<file path="src/rtl/mbinit_pkg.sv">
// Shared MBINIT definitions: sideband message codes and the REPAIRCLK state encoding.
package mbinit_pkg;

  localparam logic [3:0] MSG_INIT_REQ    = 4'b0001;
  localparam logic [3:0] MSG_INIT_RESP   = 4'b0010;
  localparam logic [3:0] MSG_RESULT_REQ  = 4'b0011;
  localparam logic [3:0] MSG_RESULT_RESP = 4'b0100;
  localparam logic [3:0] MSG_DONE_REQ    = 4'b0101;
  localparam logic [3:0] MSG_DONE_RESP   = 4'b0110;

  typedef enum logic [3:0] {
    IDLE,
    SEND_INIT,
    WAIT_INIT,
    PATTERN,
    SEND_RESULT,
    WAIT_RESULT,
    SEND_DONE,
    WAIT_DONE,
    DONE,
    ERROR
  } repairclk_state_e;

  function automatic logic is_wait_state(repairclk_state_e s);
    return (s == WAIT_INIT) || (s == WAIT_RESULT) || (s == WAIT_DONE);
  endfunction

endpackage

</file>
<file path="src/rtl/mbinit_timeout_counter.sv">
// Response timeout for MBINIT wait states; expired is raised on the last permitted cycle.
module mbinit_timeout_counter #(
  parameter int TIMEOUT_CYCLES = 8000
) (
  input  logic CLK,
  input  logic rst,
  input  logic clear,
  input  logic enable,
  output logic expired
);

  localparam logic [15:0] LIMIT = 16'(TIMEOUT_CYCLES - 1);

  logic [15:0] count;

  // Count freezes at the limit so a late exit from the wait state cannot wrap it.
  always_ff @(posedge CLK) begin
    if (rst) begin
      count <= '0;
    end else if (clear) begin
      count <= '0;
    end else if (enable && !expired) begin
      count <= count + 16'd1;
    end
  end

  assign expired = enable && (count == LIMIT);

endmodule

</file>
<file path="src/rtl/repairclk_module.sv">
// MBINIT REPAIRCLK stage: INIT/RESULT/DONE sideband handshake around a clock-repair pattern.
module repairclk_module
  import mbinit_pkg::*;
#(
  parameter int SB_MSG_WIDTH   = 4,
  parameter int TIMEOUT_CYCLES = 8000
) (
  input  logic                    CLK,
  input  logic                    rst,
  input  logic                    i_MBINIT_CAL_end,
  input  logic                    i_Busy_SideBand,
  input  logic                    i_falling_edge_busy,
  input  logic [SB_MSG_WIDTH-1:0] i_RX_SbMessage,
  input  logic                    i_msg_valid,
  input  logic [2:0]              i_RX_data,
  input  logic                    i_clk_pattern_done,
  output logic [SB_MSG_WIDTH-1:0] o_TX_SbMessage,
  output logic                    o_ValidOutDatat_Module,
  output logic                    o_clk_pattern_en,
  output logic                    o_MBINIT_REPAIRCLK_end,
  output logic                    o_REPAIRCLK_error
);

  repairclk_state_e state, next_state;
  logic [2:0] result_q;
  logic timeout_expired;
  logic in_wait;
  logic send_done;
  logic hit_init, hit_result, hit_done;

  logic [SB_MSG_WIDTH-1:0] tx_msg_d;
  logic tx_valid_d, pattern_en_d, stage_end_d, stage_error_d;

  assign in_wait    = is_wait_state(state);
  assign send_done  = i_falling_edge_busy && !i_Busy_SideBand;
  assign hit_init   = i_msg_valid && (i_RX_SbMessage == SB_MSG_WIDTH'(MSG_INIT_RESP));
  assign hit_result = i_msg_valid && (i_RX_SbMessage == SB_MSG_WIDTH'(MSG_RESULT_RESP));
  assign hit_done   = i_msg_valid && (i_RX_SbMessage == SB_MSG_WIDTH'(MSG_DONE_RESP));

  mbinit_timeout_counter #(
    .TIMEOUT_CYCLES(TIMEOUT_CYCLES)
  ) u_timeout (
    .CLK    (CLK),
    .rst    (rst),
    .clear  (!in_wait),
    .enable (in_wait),
    .expired(timeout_expired)
  );

  // Outputs are registered from next_state so they change on the same edge as the state.
  always_ff @(posedge CLK) begin
    if (rst) begin
      state                  <= IDLE;
      result_q               <= '0;
      o_TX_SbMessage         <= '0;
      o_ValidOutDatat_Module <= 1'b0;
      o_clk_pattern_en       <= 1'b0;
      o_MBINIT_REPAIRCLK_end <= 1'b0;
      o_REPAIRCLK_error      <= 1'b0;
    end else begin
      state                  <= next_state;
      o_TX_SbMessage         <= tx_msg_d;
      o_ValidOutDatat_Module <= tx_valid_d;
      o_clk_pattern_en       <= pattern_en_d;
      o_MBINIT_REPAIRCLK_end <= stage_end_d;
      o_REPAIRCLK_error      <= stage_error_d;
      if (state == WAIT_RESULT && hit_result) begin
        result_q <= i_RX_data;
      end
    end
  end

  // A matching response is tested before the timeout so it wins a same-cycle race.
  always_comb begin
    next_state = state;
    if (!i_MBINIT_CAL_end) begin
      next_state = IDLE;
    end else begin
      case (state)
        IDLE:        if (!i_Busy_SideBand) next_state = SEND_INIT;
        SEND_INIT:   if (send_done) next_state = WAIT_INIT;
        WAIT_INIT: begin
          if (hit_init)             next_state = PATTERN;
          else if (timeout_expired) next_state = ERROR;
        end
        PATTERN:     if (i_clk_pattern_done) next_state = SEND_RESULT;
        SEND_RESULT: if (send_done) next_state = WAIT_RESULT;
        WAIT_RESULT: begin
          if (hit_result)           next_state = (i_RX_data == 3'b111) ? SEND_DONE : ERROR;
          else if (timeout_expired) next_state = ERROR;
        end
        SEND_DONE:   if (send_done) next_state = WAIT_DONE;
        WAIT_DONE: begin
          if (hit_done)             next_state = DONE;
          else if (timeout_expired) next_state = ERROR;
        end
        DONE:        next_state = DONE;
        ERROR:       next_state = ERROR;
        default:     next_state = IDLE;
      endcase
    end
  end

  always_comb begin
    tx_msg_d      = '0;
    tx_valid_d    = 1'b0;
    pattern_en_d  = 1'b0;
    stage_end_d   = 1'b0;
    stage_error_d = 1'b0;
    case (next_state)
      SEND_INIT: begin
        tx_msg_d   = SB_MSG_WIDTH'(MSG_INIT_REQ);
        tx_valid_d = 1'b1;
      end
      SEND_RESULT: begin
        tx_msg_d   = SB_MSG_WIDTH'(MSG_RESULT_REQ);
        tx_valid_d = 1'b1;
      end
      SEND_DONE: begin
        tx_msg_d   = SB_MSG_WIDTH'(MSG_DONE_REQ);
        tx_valid_d = 1'b1;
      end
      PATTERN: pattern_en_d  = 1'b1;
      DONE:    stage_end_d   = 1'b1;
      ERROR:   stage_error_d = 1'b1;
      default: ;
    endcase
  end

  // SEND_DONE is only reachable from WAIT_RESULT through a clean captured result.
  assert property (@(posedge CLK) disable iff (rst)
    (state == SEND_DONE && $past(state) == WAIT_RESULT) |-> (result_q == 3'b111));

endmodule

</file>
<file path="config.mk">
export PLATFORM = sky130hd
export DESIGN_NAME = repairclk_module
export DESIGN_NICKNAME = d
export VERILOG_FILES = /design/src/rtl/mbinit_pkg.sv /design/src/rtl/mbinit_timeout_counter.sv /design/src/rtl/repairclk_module.sv
export SDC_FILE = /design/constraint.sdc
export NUM_CORES = 1
export LEC_CHECK = 0
export ABC_AREA = 0
export BUFFER_PORTS_ARGS = -buffer_cell sky130_fd_sc_hd__buf_4
export CAP_MARGIN = 0
export CORE_MARGIN = 5
export CORE_UTILIZATION = 50
export DETAILED_ROUTE_END_ITERATION = 7
export PLACE_DENSITY = 0.74
export SLEW_MARGIN = 20
export SYNTH_ARGS = -nofsm -noshare
export SYNTH_HDL_FRONTEND = slang
export SYNTH_SLANG_ARGS = --single-unit
</file>
<file path="constraint.sdc">
create_clock -name CLK -period 2.4 [get_ports CLK]
set_input_delay 0.24 -clock CLK [delete_from_list [all_inputs] [get_ports CLK]]
set_output_delay 0.24 -clock CLK [all_outputs]
set_load 0.01 [all_outputs]
</file>
# --- Word-level counts from Yosys, hierarchy flattened ---
# Index checks and enable logic that the tools add are counted.
op_classes:
  add_sub_neg: 1
  n_mul: 0
  n_div: 0
  order_cmp: 0
  eq_ne: 20
  shift: 0
  mux: 17
  bitwise_logic: 1
  n_reduce_logical: 13
ops:
  columns: ["cell", "count"]
  rows:
  - ["2-to-1 mux 4 bit", 11]
  - ["one-hot mux 4 bit (10 select lines)", 1]
  - ["equality test 4 x 3 -> 1 bit (second input constant)", 8]
  - ["adder 16 x 1 -> 16 bit (second input constant)", 1]
  - ["equality test 16 x 13 -> 1 bit (second input constant)", 1]
  - ["equality test 4 x 2 -> 1 bit (second input constant)", 4]
  - ["equality test 4 bit (second input constant)", 4]
  - ["one-hot mux 3 bit (3 select lines)", 1]
  - ["equality test 4 x 1 -> 1 bit (second input constant)", 2]
  - ["logical AND 1 bit", 6]
  - ["zero test 4 bit", 1]
  - ["2-to-1 mux 1 bit", 4]
  - ["equality test 3 bit (second input constant)", 1]
  - ["OR reduction 3 bit", 1]
  - ["zero test 1 bit", 2]
  - ["logical OR 1 bit", 2]
  - ["OR reduction 2 bit", 1]
  - ["NOT 1 bit", 1]
word_totals:
  register_bits: 28
  latchBits: 0
  ramBits: 0
  rom_bits: 0
  input_bits: 14
  out_inout_bits: 8
  word_cells: 59
  mem_count: 0

# --- Depth between registers and ports, before layout ---
depth:
  word_depth: 11
  ltp_mapped: 8
  mapped_depth_nobuf: 7

# --- Hierarchy ---
# From an unflattened synthesis, not the netlist that was laid out.
unflattened:
  hier_cells: 184
  area_unflattened_um2: 1571.5
by_module_without_submodules:
  columns: ["module", "n_inst", "cells_each", "area_each_um2", "seq_area_each_um2"]
  rows:
  - ["mbinit_timeout_counter", 1, 95, 824.5, 320.3]
  - ["repairclk_module", 1, 89, 747.0, 220.2]

# --- Worst setup path before layout ---
# No wires, ideal clock.
synth_timing:
  path_type: "flip-flop to flip-flop"
  start: "register u_timeout.count[0]"
  end: "register o_TX_SbMessage[0]"
  setup_ns: 0.076
  arrival_ns: 2.197
  t_required_ns: 2.324
  path_slack_ns: 0.127
  stages_incl_launch_ff: 8
  n_path_buf: 0
  period_less_slack_ns: 2.273
  path_cell_list: "dfxtp_1 > ha_1 > or4b_2 > nor4_1 > a21o_1 > nand3_1 > a21o_1 > o22ai_1"
synth_between:
  elab_chain_len: 8
  elab_cells_between_ends: 12
  classes_between: "eq/ne (4); mux (7); reduce/logical (1)"
synth_rtl:
  columns: ["item", "line_no", "source"]
  rows:
  - ["start, declared", "mbinit_timeout_counter.sv:14", "logic [15:0] count;"]
  - ["start signal, assigned", "mbinit_timeout_counter.sv:23", "count <= count + 16'd1;"]
  - ["equality test 16 x 13 -> 1 bit (*)", "mbinit_timeout_counter.sv:27", "assign expired = enable && (count == LIMIT);"]
  - ["logical AND 1 bit (*)", "mbinit_timeout_counter.sv:27", null]
  - ["2-to-1 mux 4 bit (*)", "repairclk_module.sv:84, repairclk_module.sv:90, repairclk_module.sv:95", null]
  - ["2-to-1 mux 4 bit, on equally long branches", "repairclk_module.sv:94, repairclk_module.sv:83, repairclk_module.sv:89", null]
  - ["one-hot mux 4 bit (10 select lines) (*)", "repairclk_module.sv:79", "case (state)"]
  - ["2-to-1 mux 4 bit (*)", "repairclk_module.sv:76", "if (!i_MBINIT_CAL_end) begin"]
  - ["equality test 4 x 3 -> 1 bit or equality test 4 x 1 -> 1 bit (tied branches)", "repairclk_module.sv:110", "case (next_state)"]
  - ["one-hot mux 3 bit (3 select lines) (*)", "repairclk_module.sv:110", null]
  - ["end signal, assigned", "repairclk_module.sv:62", "o_TX_SbMessage <= tx_msg_d;"]
  - ["end, declared", "repairclk_module.sv:17", "output logic [SB_MSG_WIDTH-1:0] o_TX_SbMessage,"]
# Mark *: on every way between the ends. The rest lies on a longest branch, timed or not.
# A chain may end at the register's enable or synchronous reset.

# --- Worst setup path after layout ---
layout_timing:
  start: "register u_timeout.count[13]"
  end: "register o_ValidOutDatat_Module"
layout_between:
  elab_chain_len: 9
  elab_cells_between_ends: 13
  classes_between: "eq/ne (4); mux (7); reduce/logical (2)"
layout_rtl:
  columns: ["item", "line_no", "source"]
  rows:
  - ["equality test 16 x 13 -> 1 bit (*)", "mbinit_timeout_counter.sv:27", null]
  - ["logical AND 1 bit (*)", "mbinit_timeout_counter.sv:27", null]
  - ["2-to-1 mux 4 bit (*)", "repairclk_module.sv:84, repairclk_module.sv:90, repairclk_module.sv:95", null]
  - ["2-to-1 mux 4 bit, on equally long branches", "repairclk_module.sv:94, repairclk_module.sv:83, repairclk_module.sv:89", null]
  - ["one-hot mux 4 bit (10 select lines) (*)", "repairclk_module.sv:79", null]
  - ["2-to-1 mux 4 bit (*)", "repairclk_module.sv:76", null]
  - ["equality test 4 x 3 -> 1 bit or equality test 4 x 1 -> 1 bit (tied branches)", "repairclk_module.sv:110", null]
  - ["OR reduction 3 bit (no source line) (*)", null, null]
  - ["2-to-1 mux 1 bit (*)", "repairclk_module.sv:110", null]
  - ["end signal, assigned", "repairclk_module.sv:63", "o_ValidOutDatat_Module <= tx_valid_d;"]
  - ["end, declared", "repairclk_module.sv:18", "output logic o_ValidOutDatat_Module,"]
# Marks and branches as above.

==> flow_summary.json <==
{
  "status": "finished clean",
  "cts_tree": "yes",
  "netSwitchingFraction_pct": 23.2,
  "ys.flop_type": "dfxtp_1",
  "portBuffers": 20,
  "fin_setup_tns_ns": 0,
  "design.core.area_um2": 2780,
  "dr.first_iter.drc_count": 49,
  "chipHeight_um": 64.0,
  "ir_worst_vdd_v": 0.000384,
  "setup_viol": 0,
  "rsz0062_at_grt": "false",
  "drive_above_1_share_pct": 22.2,
  "final_max_slew_viol_count": 0,
  "synth_top_area_share_pct": 37.1,
  "async_reset_ff_share_pct": 0,
  "gr-total-overflow": 0,
  "synth-seq-cells": 27,
  "numCtsBuffers": 3,
  "clkPwrFrac_pct": 28.4,
  "switching_power_mw": 0.164,
  "topRoutingLayerUsed": "met4",
  "drc": 0,
  "antenna_left": 0,
  "arrival_ns": 2.58,
  "dp_hpwl_um": 2430,
  "fin_crit_sh_pct": 96.2,
  "antenna_found_initial": 0,
  "diodes": 0,
  "fp.dieArea_um2": 4100,
  "p_leak_nw": 0.635,
  "p_per_area_nw_per_um2": 414,
  "synthCells": 175,
  "synth_top_area_cell": "dfxtp_1",
  "hold_buffers": 0,
  "min_path_type": "in2reg",
  "placed_cell_area_um2": 1660,
  "grt_pass1_wl_um": 5460,
  "routed_wl_um": 3180,
  "fin_area_um2": 1710,
  "synth_warnings": 0,
  "via_per_inst": 5.78,
  "worstSetupStartpointType": "flop",
  "synth_area_leaders": "dfxtp_1, nor2_1, xor2_1",
  "skew_ns": 0.00633,
  "cts_buffer_depth": 2,
  "endpoint_kind": "flop",
  "wl_met3_um": 157,
  "ff2ff_setup_slack_ns": 0.09,
  "wire_per_inst_um": 13.9,
  "die_w_um": 64.0,
  "drt-met1-wl_um": 1460,
  "post-place-ws_ns": 0.0743,
  "crit_end": "o_ValidOutDatat_Module$_SDFF_PP0_",
  "met2WireLength_um": 1510,
  "path_class": "reg2reg",
  "seqPwrFrac_pct": 64.1,
  "cap_violations": 0,
  "path_max_fanout": 4,
  "drtPass1Iterations": 4,
  "path_clk_slew_ns": 0.15,
  "cts_max_level": 1,
  "io_pins": 22,
  "holdPathStages": 2,
  "ys_types": 48,
  "synth-edff-count": 0,
  "max_freq_mhz": 433,
  "root_buffer": "clkbuf_4",
  "pwr-share-comb_pct": 7.5,
  "hold_viol_final": 0,
  "reg2reg_from": "u_timeout.count[13]$_SDFFE_PP0P_",
  "instances_no_fill": 229,
  "synth_nets": 190,
  "via_count": 1324,
  "track_usage_pct": 16.2,
  "min_period_ns": 2.31,
  "worstSetupStartpoint": "u_timeout.count[13]$_SDFFE_PP0P_",
  "worst_slack_ns": 0.0909,
  "required_ns": 2.67,
  "worst_r2r_endpoint": "o_ValidOutDatat_Module$_SDFF_PP0_",
  "yosysSeqAreaShare_pct": 37.1,
  "start_util_pct": 52.4,
  "p_int_mw": 0.544,
  "avgSynthCellArea_um2": 8.33,
  "placementRows": 19,
  "syn_to_final_growth_pct": 17.6,
  "reg2reg_depth": 6,
  "clock_sinks": 27,
  "dp_cells": 223,
  "grt_pass1_vias": 1250,
  "syn-cell-area_um2": 1460,
  "grt_max_degree": 17,
  "gp_congestion": 0.819,
  "insertion_delay_ns": 0.33,
  "final_nets": 214
}
## flip-flops by register name, indices dropped and copies added, names as in the netlist
register / count
o_MBINIT_REPAIRCLK_end: 1
o_REPAIRCLK_error: 1
o_TX_SbMessage: 3
o_ValidOutDatat_Module: 1
o_clk_pattern_en: 1
state: 4
u_timeout.count: 16
## how the worst min path moves through the flow
stage	startpoint	to	slack (ns)
2_1_floorplan	i_MBINIT_CAL_end	state[3]$_SDFF_PP0_	0.43
3_3_place_gp	u_timeout.count[1]$_SDFFE_PP0P_	u_timeout.count[1]$_SDFFE_PP0P_	0.46
3_5_place_dp	u_timeout.count[1]$_SDFFE_PP0P_	u_timeout.count[1]$_SDFFE_PP0P_	0.47
4_1_cts	rst	state[3]$_SDFF_PP0_	0.12
5_1_grt	rst	state[3]$_SDFF_PP0_	0.11
6_report	rst	state[0]$_SDFF_PP0_	0.13
## routing by layer
metal | global-route usage, % | vias up
met2 | 26.4 | 43
met4 | 7.01 | 0
met5 | 0 | -
li1 | - | 674
met1 | 21.1 | 602
met3 | 2.28 | 5
## synthesized netlist by cell type (4+ instances only)
| master | number |
|---|---|
| nor2_1 | 27 |
| nand4b_1 | 4 |
| and2_1 | 4 |
| xnor2_1 | 4 |
| nand2_1 | 11 |
| o21ai_0 | 5 |
| inv_1 | 5 |
| nand3_1 | 8 |
| a21oi_1 | 6 |
| dfxtp_1 | 27 |
| xor2_1 | 11 |
| clkbuf_1 | 7 |
| nand4_1 | 7 |
## worst max-delay path, cell delays in order (launching register included)
cell      delay (ns)
dfxtp_1         0.34
or4_1           0.53
or4_4           0.50
a311o_1         0.29
a31o_1          0.26
nand3b_4        0.17
o22ai_1         0.15
## power groups by stage
stage | logic (mW) | registers (mW) | clock network [mW]
after floorplan | 0.0284 | 0.463 | 0
after global routing | 0.0582 | 0.455 | 0.230
after detailed placement | 0.0514 | 0.464 | 0
after global placement | 0.0500 | 0.464 | 0
after CTS | 0.0516 | 0.454 | 0.208
final | 0.0531 | 0.454 | 0.202
## metrics by stage
| step | hold WS, ns | utilization [%] | power, mW |
|---|---|---|---|
| 4_1_cts | 0.121 | 60.6 | 0.714 |
| 3_5_place_dp | 0.471 | 59.6 | 0.515 |
| 6_report | 0.128 | 61.6 | 0.709 |
| 5_1_grt | 0.112 | 61.6 | 0.743 |
| 2_1_floorplan | 0.426 | - | 0.491 |
| 3_3_place_gp | 0.461 | 59.6 | 0.514 |
## kinds of logic (layout without fill, tap and decap cells)
| family | after synthesis | in the layout | share of synthesized area, % |
|---|---|---|---|
| XOR/XNOR | 15 | 15 | 9.01 |
| other | 1 | 1 | 0.257 |
| AO/OA/AOI/OAI | 29 | 29 | 14.5 |
| AND/OR/NAND/NOR | 87 | 87 | 34.1 |
| adder cells (fa/ha/maj) | 1 | 1 | 0.858 |
| buffers and inverters | 15 | 38 | 4.21 |
| flip-flops | 27 | 27 | 37.1 |
## final cells by class
type / instances / area (um2)
fill: 255 / 1070
multi-input combinational: 133 / 866
sequential: 27 / 543
timing repair buffer: 29 / 218
tap: 31 / 38.8
clock buffer: 3 / 22.5
inverter: 5 / 18.8
clock inverter: 1 / 7.51
## layout by cell type, fill, tap and decap left out, types with 3 or more instances in the layout
master    count
xnor2_1       4
nand2_1      11
o22ai_1       3
nor2_1       27
a21oi_1       6
nand3_1       8
dfxtp_1      25
clkbuf_4      3
and3_1        3
nand4b_1      4
buf_4        29
inv_1         5
o21ai_0       5
nand4_1       7
xor2_1       11
and2_1        4
## what timing repair did
action	in CTS	in global routing
hold endpoints to repair	0	0
resized for setup	0	4
endpoints found under the setup margin	0	2
setup buffers	0	2
Power figures use the tool's default switching activity.
